`src/rtl/fast_seq_pkg.sv`:
```
// Shared definitions for the fast frame sequencer: sequencer state encoding
// and the fixed widths of the raster address and feature count buses.
package fast_seq_pkg;

  localparam int ADDR_W = 19;  // raster address width (y*WIDTH+x)
  localparam int CNT_W  = 11;  // feature count width

  typedef enum logic [1:0] {
    ST_IDLE  = 2'd0,
    ST_FEED  = 2'd1,
    ST_FLUSH = 2'd2,
    ST_DONE  = 2'd3
  } seq_state_e;

endpackage

```
`src/rtl/fast_seq_addr_gen.sv`:
```
// Raster address generator. Walks x across a line and y down the frame,
// producing the linear address y*WIDTH+x one step per enabled cycle and
// flagging the final pixel so the sequencer knows the feed is complete.
//
// Ports:
//   i_clk   clock
//   i_rst   synchronous active-high reset
//   i_clr   return to address 0 (frame start / abort); wins over i_en
//   i_en    advance one pixel
//   o_addr  current raster address
//   o_last  current address is the last pixel of the frame
module fast_seq_addr_gen
  import fast_seq_pkg::*;
#(
  parameter int WIDTH  = 640,
  parameter int HEIGHT = 480
) (
  input  logic              i_clk,
  input  logic              i_rst,
  input  logic              i_clr,
  input  logic              i_en,
  output logic [ADDR_W-1:0] o_addr,
  output logic              o_last
);

  localparam int XW = (WIDTH  > 1) ? $clog2(WIDTH)  : 1;
  localparam int YW = (HEIGHT > 1) ? $clog2(HEIGHT) : 1;

  logic [XW-1:0]     x_q, x_d;
  logic [YW-1:0]     y_q, y_d;
  logic [ADDR_W-1:0] addr_q, addr_d;
  logic              x_end, y_end;

  assign x_end  = (x_q == XW'(WIDTH - 1));
  assign y_end  = (y_q == YW'(HEIGHT - 1));
  assign o_last = x_end && y_end;
  assign o_addr = addr_q;

  // The linear address is kept as its own counter rather than multiplied
  // out of x/y, so no multiplier sits on the address path.
  always_comb begin
    x_d    = x_q;
    y_d    = y_q;
    addr_d = addr_q;
    if (i_clr) begin
      x_d    = '0;
      y_d    = '0;
      addr_d = '0;
    end else if (i_en) begin
      if (x_end) begin
        x_d = '0;
        y_d = y_end ? '0 : y_q + 1'b1;
      end else begin
        x_d = x_q + 1'b1;
      end
      addr_d = o_last ? '0 : addr_q + 1'b1;
    end
  end

  always_ff @(posedge i_clk) begin
    if (i_rst) begin
      x_q    <= '0;
      y_q    <= '0;
      addr_q <= '0;
    end else begin
      x_q    <= x_d;
      y_q    <= y_d;
      addr_q <= addr_d;
    end
  end

endmodule

```
`src/rtl/fast_frame_sequencer.sv`:
```
// Frame sequencer for a FAST-style feature detector. On request it streams
// one frame of pixels from pixel memory into the detector, waits for the
// detector to flush (bounded by a timeout), counts kept features and pulses
// done. Optional cycle statistics are built only when FAST_SEQ_STATS_EN is
// defined; otherwise o_cycle_cnt is tied to 0.
//
//   state    | meaning
//   ---------+-----------------------------------------------------------
//   ST_IDLE  | waiting for i_frame_req; counters/flags of last frame held
//   ST_FEED  | issuing WIDTH*HEIGHT memory reads, one address per cycle
//   ST_FLUSH | waiting for i_det_end, at most FLUSH_MAX cycles
//   ST_DONE  | single-cycle o_done pulse, then back to IDLE
//
// Ports:
//   i_clk, i_rst            clock, synchronous active-high reset
//   i_frame_req, i_abort    frame start (IDLE only) / cancel (FEED, FLUSH)
//   o_mem_rd, o_mem_addr    pixel memory read strobe and raster address
//   i_mem_data              read data, one cycle after o_mem_rd
//   o_det_pixel, o_det_start pixel stream and first-pixel pulse to detector
//   i_det_flag, i_det_end   detector feature strobe / end-of-frame strobe
//   o_feat_keep, o_feat_cnt feature write enable and kept-feature count
//   o_busy, o_done          not-IDLE status / end-of-frame pulse
//   o_timeout               sticky: last frame ended by flush timeout
//   o_cycle_cnt             cycles spent in the current/last frame
module fast_frame_sequencer
  import fast_seq_pkg::*;
#(
  parameter int WIDTH     = 640,
  parameter int HEIGHT    = 480,
  parameter int MAX_FEAT  = 1024,
  parameter int FLUSH_MAX = 65535
) (
  input  logic              i_clk,
  input  logic              i_rst,
  input  logic              i_frame_req,
  input  logic              i_abort,
  output logic              o_mem_rd,
  output logic [ADDR_W-1:0] o_mem_addr,
  input  logic [7:0]        i_mem_data,
  output logic [7:0]        o_det_pixel,
  output logic              o_det_start,
  input  logic              i_det_flag,
  input  logic              i_det_end,
  output logic              o_feat_keep,
  output logic [CNT_W-1:0]  o_feat_cnt,
  output logic              o_busy,
  output logic              o_done,
  output logic              o_timeout,
  output logic [31:0]       o_cycle_cnt
);

  localparam int                 FLUSH_W    = $clog2(FLUSH_MAX + 1);
  localparam logic [FLUSH_W-1:0] FLUSH_LAST = FLUSH_W'(FLUSH_MAX - 1);
  localparam logic [CNT_W-1:0]   FEAT_MAX   = CNT_W'(MAX_FEAT);

  seq_state_e         state_q;
  logic [FLUSH_W-1:0] flush_q;
  logic [CNT_W-1:0]   feat_cnt_q;
  logic               timeout_q;
  logic               rd_pend_q;
  logic               first_pend_q;
  logic               det_start_q;
  logic [7:0]         det_pixel_q;

  logic frame_start;
  logic abort_act;
  logic addr_last;

  assign frame_start = (state_q == ST_IDLE) && i_frame_req;
  assign abort_act   = i_abort && ((state_q == ST_FEED) || (state_q == ST_FLUSH));

  fast_seq_addr_gen #(
    .WIDTH  (WIDTH),
    .HEIGHT (HEIGHT)
  ) u_addr_gen (
    .i_clk  (i_clk),
    .i_rst  (i_rst),
    .i_clr  (frame_start || abort_act),
    .i_en   (state_q == ST_FEED),
    .o_addr (o_mem_addr),
    .o_last (addr_last)
  );

  assign o_mem_rd    = (state_q == ST_FEED);
  assign o_busy      = (state_q != ST_IDLE);
  assign o_done      = (state_q == ST_DONE);
  assign o_feat_keep = i_det_flag && o_busy && (feat_cnt_q < FEAT_MAX);
  assign o_feat_cnt  = feat_cnt_q;
  assign o_timeout   = timeout_q;
  assign o_det_pixel = det_pixel_q;
  assign o_det_start = det_start_q;

  always_ff @(posedge i_clk) begin
    if (i_rst) begin
      state_q      <= ST_IDLE;
      flush_q      <= '0;
      feat_cnt_q   <= '0;
      timeout_q    <= 1'b0;
      rd_pend_q    <= 1'b0;
      first_pend_q <= 1'b0;
      det_start_q  <= 1'b0;
      det_pixel_q  <= '0;
    end else begin
      // Two-stage read pipeline: memory returns data the cycle after the
      // strobe, and it is registered once more toward the detector. An
      // abort discards everything still in flight.
      rd_pend_q    <= o_mem_rd && !abort_act;
      first_pend_q <= o_mem_rd && (o_mem_addr == '0) && !abort_act;
      det_start_q  <= first_pend_q && !abort_act;
      det_pixel_q  <= (rd_pend_q && !abort_act) ? i_mem_data : '0;

      if (o_feat_keep) begin
        feat_cnt_q <= feat_cnt_q + 1'b1;
      end

      case (state_q)
        ST_IDLE: begin
          if (i_frame_req) begin
            state_q    <= ST_FEED;
            flush_q    <= '0;
            feat_cnt_q <= '0;
            timeout_q  <= 1'b0;
          end
        end
        ST_FEED: begin
          if (i_abort) begin
            state_q <= ST_IDLE;
          end else if (addr_last) begin
            state_q <= ST_FLUSH;
          end
        end
        ST_FLUSH: begin
          // A detector end arriving on the timeout cycle is a normal end.
          if (i_abort) begin
            state_q <= ST_IDLE;
          end else if (i_det_end) begin
            state_q <= ST_DONE;
          end else if (flush_q == FLUSH_LAST) begin
            state_q   <= ST_DONE;
            timeout_q <= 1'b1;
          end else begin
            flush_q <= flush_q + 1'b1;
          end
        end
        ST_DONE: begin
          state_q <= ST_IDLE;
        end
        default: begin
          state_q <= ST_IDLE;
        end
      endcase
    end
  end

`ifdef FAST_SEQ_STATS_EN
  logic [31:0] cycle_cnt_q;

  always_ff @(posedge i_clk) begin
    if (i_rst) begin
      cycle_cnt_q <= '0;
    end else if (frame_start) begin
      cycle_cnt_q <= '0;
    end else if ((state_q != ST_IDLE) && (cycle_cnt_q != '1)) begin
      cycle_cnt_q <= cycle_cnt_q + 1'b1;
    end
  end

  assign o_cycle_cnt = cycle_cnt_q;
`else
  assign o_cycle_cnt = '0;
`endif

endmodule

```
`config.mk`:
```
export PLATFORM = sky130hd
export DESIGN_NAME = fast_frame_sequencer
export DESIGN_NICKNAME = d
export VERILOG_FILES = /design/src/rtl/fast_seq_pkg.sv /design/src/rtl/fast_seq_addr_gen.sv /design/src/rtl/fast_frame_sequencer.sv
export SDC_FILE = /design/constraint.sdc
export NUM_CORES = 1
export LEC_CHECK = 0
export ABC_CLOCK_PERIOD_IN_PS = 2300
export CORE_MARGIN = 8
export CORE_UTILIZATION = 50
export DETAILED_ROUTE_END_ITERATION = 7
export MAX_ROUTING_LAYER = met4
export PLACE_DENSITY = 0.8
export SETUP_SLACK_MARGIN = 0.5
export SLEW_MARGIN = 20
export SYNTH_ARGS = -nofsm -noshare
export SYNTH_HDL_FRONTEND = slang
export SYNTH_SLANG_ARGS = --single-unit
```
`constraint.sdc`:
```
create_clock -name i_clk -period 2.3 [get_ports i_clk]
set_input_delay 0.575 -clock i_clk [delete_from_list [all_inputs] [get_ports i_clk]]
set_output_delay 0.575 -clock i_clk [all_outputs]
set_load 0.01 [all_outputs]
```
## Word-level counts from Yosys, hierarchy flattened

Index checks and enable logic that the tools add are counted.

- Add/subtract/negate cells: 5
- Equality and inequality tests: 13
- Bitwise operators: 1
- Order comparisons: 1
- Multiplexer cells: 23
- Reduce and logical (&&, ||, !) cells: 23

Operators with widths:

| kind | count |
|---|---|
| $mux 16 | 4 |
| $mux 11 | 3 |
| $pmux 16 s2 | 1 |
| $add 19x1->19 const B | 1 |
| $logic_not 19->1 | 1 |
| $mux 19 | 1 |
| $add 16x1->16 const B | 1 |
| $eq 16x16->1 const B | 1 |
| $mux 2 | 6 |
| $add 11x1->11 const B | 1 |
| $lt 11x11->1 const B | 1 |
| $add 10x1->10 const B | 1 |
| $eq 10x10->1 const B | 1 |
| $logic_and 1x1->1 | 10 |
| $mux 10 | 1 |
| $reduce_and 5->1 | 2 |
| $add 9x1->9 const B | 1 |
| $eq 9x9->1 const B | 1 |
| $mux 9 | 1 |
| $ne 2x2->1 const B | 4 |
| $pmux 2 s4 | 1 |
| $eq 2x2->1 const B | 2 |
| $mux 1 | 4 |
| $ne 4x3->1 const B | 1 |
| other kinds (12) | 15 |

- Register bits after elaboration: 79
- Input bits: 14

## Depth between registers and ports, before layout

Gate-level depths: netlist of run 1.

- Depth in word-level cells: 7
- Gate-level depth with buffers: 9
- Depth with buffers taken out: 7

## Modules after synthesis

From an unflattened synthesis of run 1, not the netlist that was laid out.

- Cells, all modules: 450
- Area total of the unflattened synthesis: 3998.8 um^2

Modules (own cells, without submodules):

| module | sequential area each (um^2) | times used | cells each | area an instance (um^2) |
|---|---|---|---|---|
| fast_frame_sequencer | 820.8 | 1 | 244 | 2153.3 |
| fast_seq_addr_gen | 760.7 | 1 | 206 | 1845.5 |

## Worst setup path before layout of run 1

OpenSTA, ideal clock, no wires.

- Kind: input to register
- From: input i_abort
- To: register flush_q[15]
- Library setup time: 0.059 ns
- Arrival time: 2.010 ns
- Stages on the path: 6
- Setup slack: 0.231 ns
- Buffers on the path: 1
- Cell sequence: clkbuf_1 -> nor2_1 -> nand3_1 -> nor4_1 -> or4b_1 -> nand2_1

- Longest elaborated chain between the ends: 2

RTL lines:

| element | RTL line | RTL |
|---|---|---|
| from (decl) | fast_frame_sequencer.sv:36 | `input logic i_abort,` |
| $ne 2x2->1 (no line) | n/a |  |
| $reduce_and 5->1 (no line) | n/a |  |
| to (signal assigned) | fast_frame_sequencer.sv:142 | `flush_q <= flush_q + 1'b1;` |
| to (decl) | fast_frame_sequencer.sv:57 | `logic [FLUSH_W-1:0] flush_q;` |

No other way between the ends.
A chain may end at the register's enable or synchronous reset.

## Final worst setup path of run 1

- From: register state_q[0]
- To: register flush_q[15]

- Longest elaborated chain between the ends: 3

RTL lines:

| element | RTL line | RTL |
|---|---|---|
| from (decl) | fast_frame_sequencer.sv:56 | `seq_state_e state_q;` |
| from (signal assigned) | fast_frame_sequencer.sv:95 | `state_q <= ST_IDLE;` |
| from (signal assigned) | fast_frame_sequencer.sv:119 | `state_q <= ST_FEED;` |
| from (signal assigned) | fast_frame_sequencer.sv:127 | `state_q <= ST_IDLE;` |
| $eq 2x2->1 or $logic_not 2->1 (tied branches) | fast_frame_sequencer.sv:116 | `case (state_q)` |
| $ne 2x2->1 (no line) or $reduce_bool 2->1 (tied branches) | n/a |  |
| $reduce_and 5->1 (no line) | n/a |  |

Parallel ways exist; a longest one is shown, timed or not.

==> results of run 1 <==
[Yosys cell counts, types with 3 or more instances]
master / number / share of area
sky130_fd_sc_hd__o21ai_0: 3 / 0.0038
sky130_fd_sc_hd__and4_1: 6 / 0.013
sky130_fd_sc_hd__xnor2_1: 12 / 0.027
sky130_fd_sc_hd__nor3_1: 10 / 0.013
sky130_fd_sc_hd__inv_1: 11 / 0.011
sky130_fd_sc_hd__nand2b_1: 7 / 0.011
sky130_fd_sc_hd__clkbuf_1: 10 / 0.0096
sky130_fd_sc_hd__nand3_1: 21 / 0.027
sky130_fd_sc_hd__nand2_1: 26 / 0.025
sky130_fd_sc_hd__a21oi_1: 15 / 0.019
sky130_fd_sc_hd__buf_4: 32 / 0.061
sky130_fd_sc_hd__a31oi_1: 5 / 0.0080
sky130_fd_sc_hd__and3_1: 19 / 0.030
sky130_fd_sc_hd__ha_1: 12 / 0.038
sky130_fd_sc_hd__or3_1: 3 / 0.0048
sky130_fd_sc_hd__dfxtp_1: 79 / 0.40
sky130_fd_sc_hd__nand4_1: 21 / 0.033
sky130_fd_sc_hd__mux2i_1: 3 / 0.0077
sky130_fd_sc_hd__a31o_2: 3 / 0.0067
sky130_fd_sc_hd__nor4_1: 8 / 0.013
sky130_fd_sc_hd__nor2_1: 67 / 0.064
sky130_fd_sc_hd__a311oi_1: 5 / 0.011
sky130_fd_sc_hd__and2_1: 3 / 0.0048
sky130_fd_sc_hd__xor2_1: 29 / 0.065
[cell type report]
cell class | instances | area [um^2]
Clock buffer | 11 | 141
Tap cell | 102 | 128
Sequential cell | 79 | 1630
Inverter | 12 | 53.8
Fill cell | 521 | 2130
Timing Repair Buffer | 111 | 1010
Multi-Input combinational cell | 348 | 2510
Clock inverter | 5 | 56.3
[flip-flops by register name, indices dropped and copies added (netlist names), 2 cells and up]
register / cells
u_addr_gen.o_addr: 19
flush_q: 16
o_feat_cnt: 11
u_addr_gen.x_q: 10
u_addr_gen.y_q: 9
o_det_pixel: 8
state_q: 2
[per-stage QoR]
stage | TNS (ns) | worst slack, ns | hold slack, ns | cell area, um^2 | instances
6_report | 0 | 0.330 | 0.437 | 5520 | 668
5_1_grt | 0 | 0.221 | 0.486 | 5520 | 668
4_1_cts | 0 | 0.364 | 0.436 | 5160 | 654
3_5_place_dp | -0.314 | -0.116 | 0.418 | 4720 | 621
3_3_place_gp | -0.126 | -0.0865 | 0.412 | 4720 | 621
2_1_floorplan | 0 | 0.373 | 0.406 | 4130 | 482
[metal layers]
metal	up-vias	wire length [um]	global-route usage
li1	1753	-	-
met1	1784	4560	0.207
met2	156	5600	0.311
met3	35	711	0.0418
met4	0	280	0.0795
met5	-	0	-
[how the worst min path moves through the flow]
| stage | start | end | cells past startpoint |
|---|---|---|---|
| global route | first_pend_q | o_det_start | 1 |
| finish | first_pend_q | o_det_start | 1 |
| floorplan | first_pend_q | o_det_start | 1 |
| CTS | first_pend_q | o_det_start | 1 |
| global placement | first_pend_q | o_det_start | 1 |
| detailed placement | first_pend_q | o_det_start | 1 |
[report_power, final]
group / internal, mW / leakage [nW] / switching, mW / total (mW)
Sequential: 1.39 / 0.652 / 0.0195 / 1.40
Clock: 0.532 / 0.0997 / 0.520 / 1.05
Combinational: 0.247 / 1.59 / 0.269 / 0.517
[kinds of logic after synthesis]
kind of cell	share of synthesized area
AND/OR/NAND/NOR	0.273
flip-flops	0.403
buffers and inverters	0.0858
AO/OA/AOI/OAI	0.0935
XOR/XNOR	0.0915
adder cells (fa/ha/maj)	0.0383
multiplexers	0.0134
other	0.000956
[timing repair]
action | in CTS | in global routing
pin swaps | 21 | 22
cloned | 0 | 2
endpoints found under the setup margin | 85 | 60
gates resized for setup | 100 | 61
setup buffers | 17 | 12
hold buffers | 0 | 0
==> impl_results.md, run 1 <==
- Result of the run: finished clean
- Critical Path End Type: register
- Max-cap violations: 0
- Power per Cell Area: 538 nW/um^2
- Number of warning messages in the yosys log: 0
- Ant. Diodes: 0
- Placed wire-length estimate after detailed placement: 6720 um
- Cell with the largest stage delay on the worst path: sky130_fd_sc_hd__or4b_1
- Share of final-layout standard cells stronger than drive strength 1: 0.288
- Post-route ant nets: 0
- Clock tree from TritonCTS: built
- Count of final setup violators: 0
- Post-route clock period utilization: 0.856
- Cells traversed along the worst timing path: inv_4 -> ha_4 -> buf_6 -> nand3_4 -> nor4_4 -> or4b_1 -> nand2_1
- Synthesis-stage register bit count: 79
- Worst skew pair latency: 0.35 ns
- Static leakage: 2.34 nW
- Critical R2R Launch: state_q[0]
- DRC violation total after the first TritonRoute iteration: 207
- Data arrival time at the worst-slack endpoint: 2.25 ns
- Weighted congestion at the end of routability-driven global placement: 0.915
- Class of the most critical hold timing path: register to register
- Root Buffer: sky130_fd_sc_hd__clkbuf_8
- Async set-or-reset flop fraction in the synthesized netlist: 0
- Clock transition time at the flip-flop clock pins of the worst setup and hold paths: 0.08 ns
- Worst setup slack for register-to-register paths: 0.33 ns
- Count of flip-flops with a built-in enable after synthesis: 0
- Global-route wire length before repair: 16700 um
- Post-layout min period: 1.97 ns
- Fraction of the core area covered by cells at the end of the flow: 0.722
- Ratio of routed vias to standard cells: 5.58
- Synthesized instance count: 451
- Startpoint type of the worst setup path: register
- Peak supply drop: 0.318 mV
- Maximum number of pins on one net before global-route repair: 25
- Logic depth of the worst setup path including buffers: 7
- Post-synth top flop: sky130_fd_sc_hd__dfxtp_1
- Length of the first detailed-routing pass in iterations: 4
- Remaining design rule violation count: 0
- Max Buffers Root-to-Sink: 2
- IO buf count: 57
- Crit Reg-Reg Endpoint: flush_q[15]
- CP Buf/Inv Count: 2
- Worst clock skew: 0.0121 ns
- Effective utilization at floorplan: 0.513
- Die area: 10900 um^2
- Required time of the worst setup path: 2.59 ns
- Max H-tree Level: 3
- Congestion Overflow GR: 0
- Row cnt: 32
- Synthesized area divided by synthesized cell count: 8.70 um^2
- Crit path to: flush_q[15]
- TritonCTS Buffers: 9
- Maximum fanout encountered on the critical timing path: 14
- Total wire length after detailed routing: 11200 um
- Die Width: 105 um
- Design Power: 2.97 mW
- Final number of max-transition violations: 0
- Worst reg-to-reg path cell count: 7
- Critical Path Max Stage Delay: 0.47 ns
- Die extent in y: 105 um
- Top delay family on crit path: simple AND/OR/NAND/NOR gates
- Initial antenna violation count: 0
- Setup repair after global routing missed its margin: true
- Core region area: 7650 um^2
- Hold violation total from the final report: 0
- Post-synth cell types: 57
- Post-Syn Area: 3920 um^2
- Number of nets in the finished design: 587
- Setup crit start: state_q[0]
- Aggregate global-route resource usage: 0.185
- Area growth syn-to-layout: 40.8%
- Via count of the first global-routing pass: 3520
- Average detailed-routed wire length per instance: 16.7 um
- I/O pin count: 90
- Number of vias after detailed routing: 3728
- Achievable clock frequency: 508 MHz
- Most frequent cells in the layout: 64 x sky130_fd_sc_hd__nor2_1, 53 x sky130_fd_sc_hd__dfxtp_1, 40 x sky130_fd_sc_hd__buf_4
- Category of the critical setup timing path: register to register
- Most common cell after layout, fill and taps aside: sky130_fd_sc_hd__nor2_1
- Fraction of the yosys area taken by sequential cells: 0.403
- Clock Sink Count: 79
Note: power is estimated with default switching activity, not from simulation.
==> inputs of run 2 (changes only) <==
--- a/config.mk
+++ b/config.mk
@@ -7,10 +7,11 @@
 export LEC_CHECK = 0
 export ABC_CLOCK_PERIOD_IN_PS = 2300
 export CORE_MARGIN = 8
-export CORE_UTILIZATION = 50
+export CORE_UTILIZATION = 52
+export CTS_BUF_LIST = sky130_fd_sc_hd__clkbuf_4
 export DETAILED_ROUTE_END_ITERATION = 7
 export MAX_ROUTING_LAYER = met4
-export PLACE_DENSITY = 0.8
+export PLACE_DENSITY = 0.82
 export SETUP_SLACK_MARGIN = 0.5
 export SLEW_MARGIN = 20
 export SYNTH_ARGS = -nofsm -noshare
==> impl_results.md, run 2 (synthesized netlist as in run 1, its figures left out) <==
- Result of the run: finished clean (unchanged)
- Row cnt: 31 (was 32)
- Maximum fanout encountered on the critical timing path: 4 (was 14)
- Clock tree from TritonCTS: built (unchanged)
- Die extent in y: 103 um (was 105 um)
- Post-route clock period utilization: 0.932 (was 0.856)
- Startpoint type of the worst setup path: register (unchanged)
- Max-cap violations: 0 (unchanged)
- Ratio of routed vias to standard cells: 6.05 (was 5.58)
- Class of the most critical hold timing path: register to register (unchanged)
- I/O pin count: 90 (unchanged)
- Post-route ant nets: 0 (unchanged)
- Placed wire-length estimate after detailed placement: 6950 um (was 6720 um)
- Worst setup slack for register-to-register paths: 0.16 ns (was 0.33 ns)
- Crit Reg-Reg Endpoint: flush_q[14] (was flush_q[15])
- Share of final-layout standard cells stronger than drive strength 1: 0.371 (was 0.288)
- Storage cell area: 1670 um^2 (was 1630 um^2)
- Static leakage: 2.41 nW (was 2.34 nW)
- Congestion Overflow GR: 0 (unchanged)
- Maximum number of pins on one net before global-route repair: 25 (unchanged)
- Setup repair after global routing missed its margin: true (unchanged)
- Final number of max-transition violations: 0 (unchanged)
- Fraction of power spent switching nets: 0.295 (was 0.272)
- Count of final setup violators: 0 (unchanged)
- Average detailed-routed wire length per instance: 20.7 um (was 16.7 um)
- Die area: 10600 um^2 (was 10900 um^2)
- Worst slack after detailed placement: -0.121 ns (was -0.116 ns)
- Total wire length after detailed routing: 14200 um (was 11200 um)
- Number of nets in the finished design: 606 (was 587)
- Achievable clock frequency: 467 MHz (was 508 MHz)
- Worst Min Path Start: first_pend_q (unchanged)
- Combinational fraction of design power: 0.194 (was 0.174)
- Core region area: 7290 um^2 (was 7650 um^2)
- Design Power: 3.00 mW (was 2.97 mW)
- Length of the first detailed-routing pass in iterations: 7 (was 4)
- Global-route wire length before repair: 17400 um (was 16700 um)
- Effective utilization at floorplan: 0.538 (was 0.513)
- Number of vias after detailed routing: 4135 (was 3728)
- Hold violation total from the final report: 0 (unchanged)
- Area growth syn-to-layout: 47.8% (was 40.8%)
- TritonCTS Buffers: 9 (unchanged)
- Cell depth of the worst min-delay path: 1 (unchanged)
- Required time of the worst setup path: 2.64 ns (was 2.59 ns)
- Via count of the first global-routing pass: 3674 (was 3520)
- Max Buffers Root-to-Sink: 2 (unchanged)
- IO buf count: 57 (unchanged)
- Peak supply drop: 0.264 mV (was 0.318 mV)
- Max FFs per register: 19 (unchanged)
- Remaining design rule violation count: 0 (unchanged)
- Critical Path End Type: register (unchanged)
- Clock transition time at the flip-flop clock pins of the worst setup and hold paths: 0.15 ns (was 0.08 ns)
- Internal Dissipation: 2.11 mW (was 2.16 mW)
- Category of the critical setup timing path: register to register (unchanged)
- Setup crit start: flush_q[13] (was state_q[0])
- Most common cell after layout, fill and taps aside: sky130_fd_sc_hd__nor2_1 (unchanged)
- Sequential group share of total power: 0.468 (was 0.472)
- Worst reg-to-reg path cell count: 9 (was 7)
- Multi-input logic area: 2640 um^2 (was 2510 um^2)
- Power per Cell Area: 517 nW/um^2 (was 538 nW/um^2)
- Worst clock skew: 0.0259 ns (was 0.0121 ns)
- Initial antenna violation count: 0 (unchanged)
- Fill cell count: 415 (was 521)
- Clock share of power: 0.338 (was 0.354)
- Data arrival time at the worst-slack endpoint: 2.48 ns (was 2.25 ns)
- Post-layout min period: 2.14 ns (was 1.97 ns)
- Critical R2R Launch: flush_q[13] (was state_q[0])
- Clock Sink Count: 79 (unchanged)
- DRC violation total after the first TritonRoute iteration: 420 (was 207)
- Die Width: 103 um (was 105 um)
- Most frequent cells in the layout: 64 x sky130_fd_sc_hd__nor2_1, 54 x sky130_fd_sc_hd__buf_4, 43 x sky130_fd_sc_hd__dlygate4sd2_1 (was 64 x sky130_fd_sc_hd__nor2_1, 53 x sky130_fd_sc_hd__dfxtp_1, 40 x sky130_fd_sc_hd__buf_4)
- Worst skew pair latency: 0.46 ns (was 0.35 ns)
- End of the worst hold path: o_det_start (unchanged)
- Min setup slack post-route: 0.157 ns (was 0.330 ns)
- Aggregate global-route resource usage: 0.216 (was 0.185)
- Ant. Diodes: 0 (unchanged)
- Max H-tree Level: 3 (unchanged)
- Root Buffer: sky130_fd_sc_hd__clkbuf_4 (was sky130_fd_sc_hd__clkbuf_8)
- Switching component of the power: 885 uW (was 809 uW)
- Weighted congestion at the end of routability-driven global placement: 0.894 (was 0.915)
## run 2: cell types whose count changed in the layout (fill, tap and decap cells not counted), moves of 6 or more
cell                             previous run  this run
sky130_fd_sc_hd__dfxtp_2                   21        32
sky130_fd_sc_hd__buf_4                     40        54
sky130_fd_sc_hd__clkbuf_4                   0        10
sky130_fd_sc_hd__dfxtp_4                    5        12
sky130_fd_sc_hd__dfxtp_1                   53        35
sky130_fd_sc_hd__dlygate4sd2_1             34        43
sky130_fd_sc_hd__dlymetal6s2s_1             6         0
sky130_fd_sc_hd__clkbuf_8                  10         0
## run 2: cell type report
class,count,share of cell area
repair buffers,130,0.198
flip-flops and latches,79,0.288
multi-input cells,348,0.455
clock buffers,10,0.0130
clock inverters,6,0.0162
inverters,12,0.00885
well taps,99,0.0214
## run 2: metal layers
layer / track usage / part of all wire / up-vias / routed length, um
met5: - / 0 / - / 0
met4: 0.113 / 0.055 / 0 / 786
met3: 0.0446 / 0.084 / 92 / 1200
met2: 0.362 / 0.49 / 271 / 6880
met1: 0.238 / 0.37 / 1979 / 5310
li1: - / - / 1793 / -
## run 2: repair_timing
action | 4_1_cts | 5_1_grt
hold buffers | 0 | 0
gates resized for setup | 155 | 66
buffers inserted | 28 | 21
setup endpoints to repair | 95 | 58
gates cloned | 0 | 2
pin swaps | 19 | 24
## run 2: worst max-delay path by stage
stage,endpoint,slack [ns],depth (start not counted)
5_1_grt,flush_q[14],0.14,9
4_1_cts,o_feat_keep,0.30,4
3_3_place_gp,flush_q[12],-0.09,6
2_1_floorplan,flush_q[12],0.37,5
3_5_place_dp,flush_q[12],-0.12,6
6_report,flush_q[14],0.16,9
## run 2: per-stage QoR
step,hold slack (ns),cell area (um^2),util,std cells,setup TNS (ns)
6_report,0.479,5800,0.795,684,0
3_3_place_gp,0.410,4710,0.646,617,-0.177
3_5_place_dp,0.418,4710,0.646,617,-0.512
4_1_cts,0.449,5340,0.732,661,0
2_1_floorplan,0.406,4130,-,482,0
5_1_grt,0.496,5800,0.795,684,0
## run 2: power by group through the flow
stage,logic [mW],registers (mW),clock network [mW]
after floorplan,0.265,1.44,0
after global placement,0.366,1.44,0
after detailed placement,0.376,1.44,0
after CTS,0.444,1.40,0.991
after global routing,0.608,1.40,1.08
final,0.582,1.40,1.01
## run 2: critical path, cell delays in order, from the launching register on
cell	delay, ns
sky130_fd_sc_hd__dfxtp_2	0.40
sky130_fd_sc_hd__nand4_1	0.14
sky130_fd_sc_hd__buf_4	0.17
sky130_fd_sc_hd__buf_4	0.13
sky130_fd_sc_hd__nor4_4	0.22
sky130_fd_sc_hd__buf_4	0.19
sky130_fd_sc_hd__nor3_4	0.05
sky130_fd_sc_hd__buf_6	0.13
sky130_fd_sc_hd__a21o_2	0.24
sky130_fd_sc_hd__a311oi_2	0.36
